[src/rtl/jk_counter_if.sv]
// Purpose: groups the control, data and status signals of the jk_counter bank into one bundle.
// Latency: none; this is wiring only.
// Backpressure: none; the bank accepts an operation on every enabled edge.
// Ports (master = controlling side, slave = counter bank):
//   en, mode, j, k, d   master -> slave   enable, operation select, JK inputs, load data
//   q, qb, tc, ovf      slave  -> master  state, complement, terminal count, sticky wrap flag
interface jk_counter_if #(
    parameter int WIDTH = 4
);
    logic             en;
    logic [1:0]       mode;
    logic [WIDTH-1:0] j;
    logic [WIDTH-1:0] k;
    logic [WIDTH-1:0] d;
    logic [WIDTH-1:0] q;
    logic [WIDTH-1:0] qb;
    logic             tc;
    logic             ovf;

    modport master (
        output en, mode, j, k, d,
        input  q, qb, tc, ovf
    );

    modport slave (
        input  en, mode, j, k, d,
        output q, qb, tc, ovf
    );
endinterface

[src/rtl/jk_counter.sv]
// Purpose: WIDTH-bit bank of JK flip-flops that also acts as a modulo up/down counter or load register.
// Latency: one clock from inputs to q/qb/ovf; tc is combinational from q and mode.
// Backpressure: none; en=0 holds all state, clr (sync, active-high) overrides everything.
// Ports:
//   clk   rising-edge clock
//   clr   synchronous active-high clear: q=0, qb=all ones, ovf=0
//   bus   jk_counter_if slave: en, mode(00 JK, 01 up, 10 down, 11 load), j, k, d in;
//         q, qb, tc, ovf out
module jk_counter #(
    parameter int WIDTH     = 4,
    parameter int MAX_COUNT = 2**WIDTH - 1
) (
    input  logic          clk,
    input  logic          clr,
    jk_counter_if.slave   bus
);

    localparam logic [WIDTH-1:0] MAX_Q = WIDTH'(MAX_COUNT);
    localparam logic [WIDTH-1:0] ONE_Q = WIDTH'(1);

    typedef enum logic [1:0] {
        MODE_JK   = 2'b00,
        MODE_UP   = 2'b01,
        MODE_DOWN = 2'b10,
        MODE_LOAD = 2'b11
    } mode_e;

    logic [WIDTH-1:0] q_q;
    logic [WIDTH-1:0] q_d;
    logic             ovf_q;
    logic             ovf_d;
    mode_e            mode;

    assign mode = mode_e'(bus.mode);

    always_comb begin
        q_d   = q_q;
        ovf_d = ovf_q;
        if (bus.en) begin
            case (mode)
                // Per-bit JK: set where j & ~q, keep where ~k & q.
                // Covers hold (00), set (10), clear (01) and toggle (11).
                MODE_JK: begin
                    q_d = (bus.j & ~q_q) | (~bus.k & q_q);
                end
                // Values above MAX_COUNT (reachable only by load or JK) also
                // wrap to zero rather than counting on up to all ones.
                MODE_UP: begin
                    if (q_q >= MAX_Q) begin
                        q_d   = '0;
                        ovf_d = 1'b1;
                    end else begin
                        q_d = q_q + ONE_Q;
                    end
                end
                // Out-of-range values simply count down toward MAX_COUNT.
                MODE_DOWN: begin
                    if (q_q == '0) begin
                        q_d   = MAX_Q;
                        ovf_d = 1'b1;
                    end else begin
                        q_d = q_q - ONE_Q;
                    end
                end
                MODE_LOAD: begin
                    q_d   = bus.d;
                    ovf_d = 1'b0;
                end
                default: begin
                    q_d   = q_q;
                    ovf_d = ovf_q;
                end
            endcase
        end
    end

    always_ff @(posedge clk) begin
        if (clr) begin
            q_q   <= '0;
            ovf_q <= 1'b0;
        end else begin
            q_q   <= q_d;
            ovf_q <= ovf_d;
        end
    end

    // qb is a direct inversion of the register, so it is glitch-free and
    // can never disagree with q.
    assign bus.q   = q_q;
    assign bus.qb  = ~q_q;
    assign bus.ovf = ovf_q;

    // tc deliberately ignores en: it flags that the next enabled edge wraps.
    assign bus.tc  = ((mode == MODE_UP)   && (q_q >= MAX_Q)) ||
                     ((mode == MODE_DOWN) && (q_q == '0));

endmodule

[src/flat_wrapper.sv]
// flat-port wrapper written by rule: the top's interface ports become plain ports
module jk_counter_flat 
#(
    parameter int WIDTH     = 4,
    parameter int MAX_COUNT = 2**WIDTH - 1
)
  (clk, clr, bus_en, bus_mode, bus_j, bus_k, bus_d, bus_q, bus_qb, bus_tc, bus_ovf);
  jk_counter_if #(.WIDTH(WIDTH)) bus_i ();
  input  logic clk;
  input  logic clr;
  input wire logic [$bits(bus_i.en)-1:0] bus_en;
  input wire logic [$bits(bus_i.mode)-1:0] bus_mode;
  input wire logic [$bits(bus_i.j)-1:0] bus_j;
  input wire logic [$bits(bus_i.k)-1:0] bus_k;
  input wire logic [$bits(bus_i.d)-1:0] bus_d;
  output wire logic [$bits(bus_i.q)-1:0] bus_q;
  output wire logic [$bits(bus_i.qb)-1:0] bus_qb;
  output wire logic [$bits(bus_i.tc)-1:0] bus_tc;
  output wire logic [$bits(bus_i.ovf)-1:0] bus_ovf;
  assign bus_i.en = bus_en;
  assign bus_i.mode = bus_mode;
  assign bus_i.j = bus_j;
  assign bus_i.k = bus_k;
  assign bus_i.d = bus_d;
  assign bus_q = bus_i.q;
  assign bus_qb = bus_i.qb;
  assign bus_tc = bus_i.tc;
  assign bus_ovf = bus_i.ovf;
  jk_counter #(.WIDTH(WIDTH), .MAX_COUNT(MAX_COUNT)) u_core (.clk(clk), .clr(clr), .bus(bus_i));
endmodule
[config.mk]
export PLATFORM = sky130hd
export DESIGN_NAME = jk_counter_flat
export DESIGN_NICKNAME = d
export VERILOG_FILES = /design/src/rtl/jk_counter_if.sv /design/src/rtl/jk_counter.sv /design/src/flat_wrapper.sv
export SDC_FILE = /design/constraint.sdc
export NUM_CORES = 1
export LEC_CHECK = 0
export CAP_MARGIN = 20
export CORE_AREA = 2 2 39 41
export CTS_BUF_LIST = sky130_fd_sc_hd__clkbuf_16
export DETAILED_ROUTE_END_ITERATION = 16
export DIE_AREA = 0 0 41 43
export DONT_BUFFER_PORTS = 1
export PLACE_DENSITY_LB_ADDON = 0.3
export REMOVE_ABC_BUFFERS = 1
export SLEW_MARGIN = 20
export SYNTH_ARGS = -nofsm -noshare
export SYNTH_HDL_FRONTEND = slang
export SYNTH_SLANG_ARGS = --single-unit
[constraint.sdc]
create_clock -name clk -period 5.3 [get_ports clk]
set_input_delay 1.59 -clock clk [delete_from_list [all_inputs] [get_ports clk]]
set_output_delay 1.59 -clock clk [all_outputs]
set_load 0.01 [all_outputs]
Yosys cells after proc, flatten, opt, wreduce, memory -nomap -nowiden

Index checks and enable logic that the tools add are counted.

Bits of input ports: 17
Word-level logic and storage cells: 28
Output and inout bits: 10
Bits in registers: 5

Mux-type cells: 6
$lt $le $gt $ge: 1
Reductions and logical operators: 7
Bitwise operators: 5
Equal/unequal tests: 5
$add $sub $neg: 2

Operators by type and width:

| operator              | number |
|---|---|
| $pmux W4 S4           | 1 |
| $and A4 B4 Y4         | 2 |
| $mux W4               | 2 |
| $not A4 Y4            | 2 |
| $add A4 B1 Y4 const B | 1 |
| $eq A2 B2 Y1 const B  | 2 |
| $ge A4 B4 Y1 const B  | 1 |
| $logic_not A4 Y1      | 1 |
| $or A4 B4 Y4          | 1 |
| $reduce_and A4 Y1     | 1 |
| $sub A4 B1 Y4 const B | 1 |
| $pmux W1 S3           | 1 |
| $reduce_bool A3 Y1    | 1 |
| $eq A2 B1 Y1 const B  | 1 |
| $logic_and A1 B1 Y1   | 2 |
| $logic_not A2 Y1      | 1 |
| $mux W1               | 2 |
| $ne A2 B1 Y1 const B  | 1 |
| $ne A2 B2 Y1 const B  | 1 |
| $logic_or A1 B1 Y1    | 1 |

Longest topological paths before layout

Gate-level depths: netlist of run 1.

Word-level depth: 4
Depth in mapped cells: 6

Least setup slack after synthesis of run 1

No wires, ideal clock.

Path kind: input to output
From: input port bus_mode[1]
To: output port bus_tc
Cell stages on the path: 4
Data required time: 3,710 ps
Arrival time: 2,322 ps
Slack: 1,388 ps
Buffers on the path: 1
Path through: buf_2 > nand2_1 > or4_1 > o31ai_1

Word-level cells in the longest chain between the ends: 3
Elaborated cells on any way between the ends: 5

RTL lines:

| what                                          | RTL line                           | text |
|---|---|---|
| start, declared                               | flat_wrapper.sv:12                 | `input wire logic [$bits(bus_i.mode)-1:0] bus_mode;` |
| $eq A2 B1 Y1 or $eq A2 B2 Y1 (tied branches)  | jk_counter.sv:94, jk_counter.sv:95 |  |
| $logic_and A1 B1 Y1, on equally long branches | jk_counter.sv:94, jk_counter.sv:95 |  |
| $logic_or A1 B1 Y1 (*)                        | jk_counter.sv:94                   | `assign bus.tc = ((mode == MODE_UP) && (q_q >= MAX_Q)) \|\|` |
| end, declared                                 | flat_wrapper.sv:18                 | `output wire logic [$bits(bus_i.tc)-1:0] bus_tc;` |

Mark *: on every way between the ends. The rest lies on a longest branch, timed or not.

Worst setup path in the final report of run 1

From: input port bus_mode[0]
To: output port bus_tc

The elaborated chain is that of the path after synthesis.

==> results of run 1 <==
[area by class of cell]
cell class,instances,area [µm²],share of cell area [%]
clock buffer,3,75.07,13.13
inverter,4,15.01,2.626
clock inverter,1,3.754,0.6565
multi-input combinational,52,357.8,62.58
sequential,5,100.1,17.51
tap,16,20.02,3.501
[per-layer routing]
layer | track usage [%] | vias to the layer above | share of wire (%)
li1 | - | 251 | -
met3 | 8.377 | 5 | 14
met4 | 10.00 | 0 | 2.2
met1 | 24.76 | 228 | 44
met5 | 0 | - | 0
met2 | 18.13 | 36 | 39
[where the power goes]
group          internal, W  total [W]  switching, W
registers        0.0000412  0.0000502    0.00000897
clock network    0.0000980   0.000126     0.0000276
logic            0.0000157  0.0000313     0.0000155
total             0.000155   0.000207     0.0000522
[state kept, by name, indices dropped and copies added, names as in the netlist]
signal / count
u_core.bus.ovf: 1
u_core.bus.q: 4
[layout by cell type (no fill, tap or decap), drive strengths merged]
cell type	instances
a211o	1
a211oi	2
a21boi	1
a21o	1
a21oi	2
a221oi	1
a311oi	1
a31o	2
a31oi	1
a41oi	2
clkbuf	3
dfxtp	5
ha	2
inv	5
mux2	1
nand2	5
nand2b	4
nand3	4
nand3b	1
nor2	4
nor2b	1
o211ai	1
o21a	1
o21ai	5
o21bai	1
o221a	1
o221ai	1
o311ai	1
o31a	1
o31ai	1
or4	1
or4b	1
xnor2	1
[cell families (layout without fill, tap and decap cells)]
family | count (synthesis) | in the layout | share of synthesized area (%)
muxes | 1 | 1 | 2.255
DFF | 5 | 5 | 20.05
AOI/OAI and AO/OA | 27 | 27 | 40.11
buffers and inverters | 9 | 8 | 8.269
xor gates and xnor gates | 1 | 1 | 1.755
and+or+nand+nor | 21 | 21 | 22.56
adders and majority gates | 2 | 2 | 5.012
[worst register-to-register path: stages (launching register included)]
cell      delay [ns]
dfxtp_1         0.52
inv_1           0.19
ha_1            0.32
mux2_2          0.33
o21a_1          0.10
o21ai_0         0.14
a221oi_1        0.09
[per-stage QoR]
step,utilization (%),power [W]
after floorplan,-,0.00007571
after global placement,35.62,0.00008161
after detailed placement,35.62,0.00008209
after CTS,41.32,0.0002075
after global routing,41.32,0.0002162
final,41.32,0.0002071
[worst max path at each step]
stage / slack [ns] / end / depth (start not counted) / startpoint
global route: 1.50 / bus_tc / 2 / bus_mode[0]
global placement: 1.53 / bus_tc / 2 / bus_mode[0]
CTS: 1.52 / bus_tc / 2 / bus_mode[0]
finish: 1.53 / bus_tc / 2 / bus_mode[0]
floorplan: 1.55 / bus_tc / 2 / bus_mode[0]
detailed placement: 1.53 / bus_tc / 2 / bus_mode[0]
==> out/metrics.yaml, run 1 <==
global_route:
  groute.usage.overall_pct: 16.67
  grt_pass1_vias: 439
  grt_max_degree: 17
  grt_pass1_wl_mm: 1.938
  antenna_found_initial: 0
  overflow: 0
die:
  core_mm2: 0.001384
  die_area_mm2: 0.001763
  start_util_pct: 36.08
  die_x_um: 41
  rows: 14
  die_h_um: 43
  ioPinCount: 27
worst_setup_path:
  worst-setup-path-type: "in -> out"
  crit_required_ns: 3.71
  r2r-end: "u_core.bus.q[1]$_SDFFE_PP0P_"
  rrSetupSlack_ns: 3.48
  r2r_cells: 6
  crit_slowest_cell: "or4_1"
  end_kind: "primary output"
  path_cells: "or4_1 > o31ai_1"
  crit_arrival_ns: 2.18
  crit_fanout: 16
  crit_buf_inv: 0
  critPathMaxStageDelay_ns: 0.46
  start_kind: "input pin"
  reg2reg_from: "u_core.bus.q[0]$_SDFFE_PP0P_"
  crit_family: "simple AND/OR/NAND/NOR gates"
min_path:
  min_from: "u_core.bus.ovf$_SDFFE_PP0P_"
  hold-path-cell-count: 2
  worstHoldEndpoint: "u_core.bus.ovf$_SDFFE_PP0P_"
  min_path_type: "reg -> reg"
drt:
  drc: 0
  firstDrtPassIters: 5
  via_count: 520
  first_iter_violations: 11
  wire_per_inst_um: 16.06
  viasPerCell: 6.420
  ant_nets: 0
  routed_wl_mm: 1.301
flow_run:
  maxCapViolations: 0
synth:
  synth_area_um2: 499.2
  yosys-top-cells-count: "dfxtp_1, nand2_1, inv_1, nand3_1, nor2_1"
  synth_warnings: 0
  ys_seq_area_share_pct: 20.05
  yosys.area.top_type: "dfxtp_1"
  synth_area_leaders: "dfxtp_1, ha_1, nand3_1"
  ys_ff_latch: 5
  synth.top_cell.area_share_pct: 20.05
  avgSynthCellArea_um2: 7.564
  synthArstFlopShare_pct: 0
  synthDistinctLibCells: 38
  synth_edf_count: 0
  synthCells: 66
  ys.flop_type: "dfxtp_1"
cts:
  clkLatencyLatePin_ns: 0.23
  clk_path_buf_depth: 2
  cts-resized-gates: 0
  cts_made_buffers: 3
  clk_pin_slew_ns: 0.04
  ctsHoldBuffers: 0
  cts_sinks: 5
  cts_setup_buffers: 0
  htreeDepth: 1
  root_buffer: "clkbuf_16"
  cts_tree: "done"
placed_design:
  dp_slack_ns: 1.526
  gp_congestion: 0.7267
  dp_cells: 77
  dp_hpwl_um: 920.2
  numPortBuffers: 0
  dpl-instance-area_um2: 493.0
cells_and_area:
  fin_cells: 81
  fin_nets: 85
  num-fill-cells: 152
  area_growth_pct: 14.54
  design_area_um2: 571.8
  layout-drive-gt1-share_pct: 9.231
  n_antenna_cell: 0
sta:
  holdWs_ns: 0.5809
  clock_skew_ns: 0.002547
  slew_headroom_pct: 70.02
  period_needed_ns: 3.771
  maxSlewViolCount: 0
  timing_hold_violations_final: 0
  setup_viol: 0
  max_freq_mhz: 265.2
  rsz0062_at_grt: "no"
  tightest_slew_ns: 0.4491
  worst_slack_ns: 1.529
  fin_setup_tns_ns: 0
  period_share_pct: 71.15
pwr:
  powerDensity_mw_per_mm2: 362.2
  leakagePower_nw: 0.2074
  vdd_drop_max_uv: 155.2
run_status:
  status: "completed"
Power figures use the tool's default switching activity.
==> run 2, diff against run 1 <==
==> constraint.sdc (replaced) <==
create_clock -name clk -period 3.7 [get_ports clk]
set_input_delay 1.11 -clock clk [delete_from_list [all_inputs] [get_ports clk]]
set_output_delay 1.11 -clock clk [all_outputs]
set_load 0.01 [all_outputs]
==> run 2 against run 1 <==
  * Final cell count unchanged
  * Die area is the same
  * Sequential power increased by 43%
  * Register-to-register slack got worse by 1.6 ns
  * Sequential share of layout area unchanged
  * Hold slack better by 0.0076 ns
==> out/metrics.yaml, run 2 (synthesis gave the netlist of run 1 again) <==
run_status:
  status: "completed"
sta:
  tightest_slew_ns: 0.4393
  period_share_pct: 76.69
  rsz0062_at_grt: "no"
  clock_skew_ns: 0.0008741
  max_freq_mhz: 352.4
  maxSlewViolCount: 0
  fin_setup_tns_ns: 0
  slew_headroom_pct: 70.67
  timing_hold_violations_final: 0
  period_needed_ns: 2.837
  holdWs_ns: 0.5885
  setup_viol: 0
worst_setup_path:
  critPathMaxStageDelay_ns: 0.41
  crit_arrival_ns: 1.73
  crit_slowest_cell: "dfxtp_1"
  start_kind: "flip-flop"
  end_kind: "primary output"
  worst-setup-path-type: "reg -> out"
  path_cells: "inv_1 > ha_1 > nand2_1 > or4_1 > o31ai_1"
  crit_fanout: 9
  crit_required_ns: 2.59
cells_and_area:
  fin_nets: 85
  n_antenna_cell: 0
  fin_cells: 81
  layout-drive-gt1-share_pct: 9.231
  final_cell_mix: "inv_1, nand2_1, dfxtp_1"
  num-fill-cells: 140
  seq_area_um2: 100.1
  largest_reg_flops: 4
  design_area_um2: 571.8
  multi_input_area_um2: 357.8
  area_growth_pct: 14.54
die:
  die_x_um: 41
  start_util_pct: 36.08
  die_h_um: 43
  core_mm2: 0.001384
  ioPinCount: 27
  rows: 14
  die_area_mm2: 0.001763
drt:
  routed_wl_mm: 1.298
  wire_per_inst_um: 16.02
  firstDrtPassIters: 2
  drc: 0
  ant_nets: 0
  first_iter_violations: 2
  viasPerCell: 6.136
  via_count: 497
placed_design:
  gp_congestion: 0.7245
  dpl-instance-area_um2: 493.0
  numPortBuffers: 0
  dp_hpwl_um: 934.9
  dp_cells: 77
cts:
  cts_made_buffers: 3
  htreeDepth: 1
  root_buffer: "clkbuf_16"
  cts_sinks: 5
  clk_path_buf_depth: 2
  clkLatencyLatePin_ns: 0.23
  clk_pin_slew_ns: 0.03
  cts_setup_buffers: 0
  cts_tree: "done"
  ctsHoldBuffers: 0
  cts-resized-gates: 0
flow_run:
  maxCapViolations: 0
global_route:
  overflow: 0
  met3_usage_pct: 10.99
  grt_pass1_wl_mm: 1.828
  grt_max_degree: 17
  groute.usage.overall_pct: 15.86
  grt_pass1_vias: 427
  antenna_found_initial: 0
  met1_usage_pct: 22.51
  grtUsageMet2_pct: 18.13
  top_usage_layer: "met1"
pwr:
  leakagePower_nw: 0.2074
  total_power_w: 0.0002942
  vdd_drop_max_uv: 273.7
  powerDensity_mw_per_mm2: 514.5
min_path:
  min_path_type: "reg -> reg"
-- run 2: cell counts in the layout (fill, tap and decap cells not counted) --
Identical to the previous run, type by type.
-- run 2: metrics by stage --
step,util [%],worst slack (ns)
6_report,41.32,0.8626
5_1_grt,41.32,0.7636
4_1_cts,41.32,0.8683
3_5_place_dp,35.62,0.8850
3_3_place_gp,35.62,0.8936
2_1_floorplan,-,0.9054
-- run 2: worst max-delay path, delay by kind of cell, from the launching register on --
| kind | cells | cell delay (ns) |
|---|---|---|
| DFF | 1 | 0.41 |
| buffers and inverters | 1 | 0.19 |
| adders and majority gates | 1 | 0.28 |
| AOI/OAI and AO/OA | 1 | 0.13 |
| and+or+nand+nor | 2 | 0.49 |
-- run 2: worst paths after layout --
path                                      from                           end  slack, ns  depth (start not counted)
hold reg to reg    u_core.bus.ovf$_SDFFE_PP0P_   u_core.bus.ovf$_SDFFE_PP0P_       0.59                          2
setup / recovery  u_core.bus.q[0]$_SDFFE_PP0P_                        bus_tc       0.86                          5
setup reg to reg  u_core.bus.q[0]$_SDFFE_PP0P_  u_core.bus.q[1]$_SDFFE_PP0P_       1.88                          6
hold / removal     u_core.bus.ovf$_SDFFE_PP0P_   u_core.bus.ovf$_SDFFE_PP0P_       0.59                          2
-- run 2: per-layer routing --
layer	vias to the layer above	part of all wire, %	wire length, µm
li1	251	-	-
met1	217	49	631
met2	27	39	505
met3	2	12	154
met4	0	0.54	7
met5	-	0	0
-- run 2: layout make-up --
type / instances / area share, %
Sequential cell: 5 / 17.51
Multi-Input combinational cell: 52 / 62.58
Inverter: 4 / 2.626
Tap cell: 16 / 3.501
Clock buffer: 3 / 13.13
Clock inverter: 1 / 0.6565
-- run 2: report_power, final --
group / switching [W] / internal [W] / total (W) / leakage, nW
Clock: 0.0000376 / 0.000140 / 0.000178 / 0.0423
Combinational: 0.0000220 / 0.0000226 / 0.0000446 / 0.124
Sequential: 0.0000127 / 0.0000591 / 0.0000718 / 0.0415
Total: 0.0000724 / 0.000222 / 0.000294 / 0.207
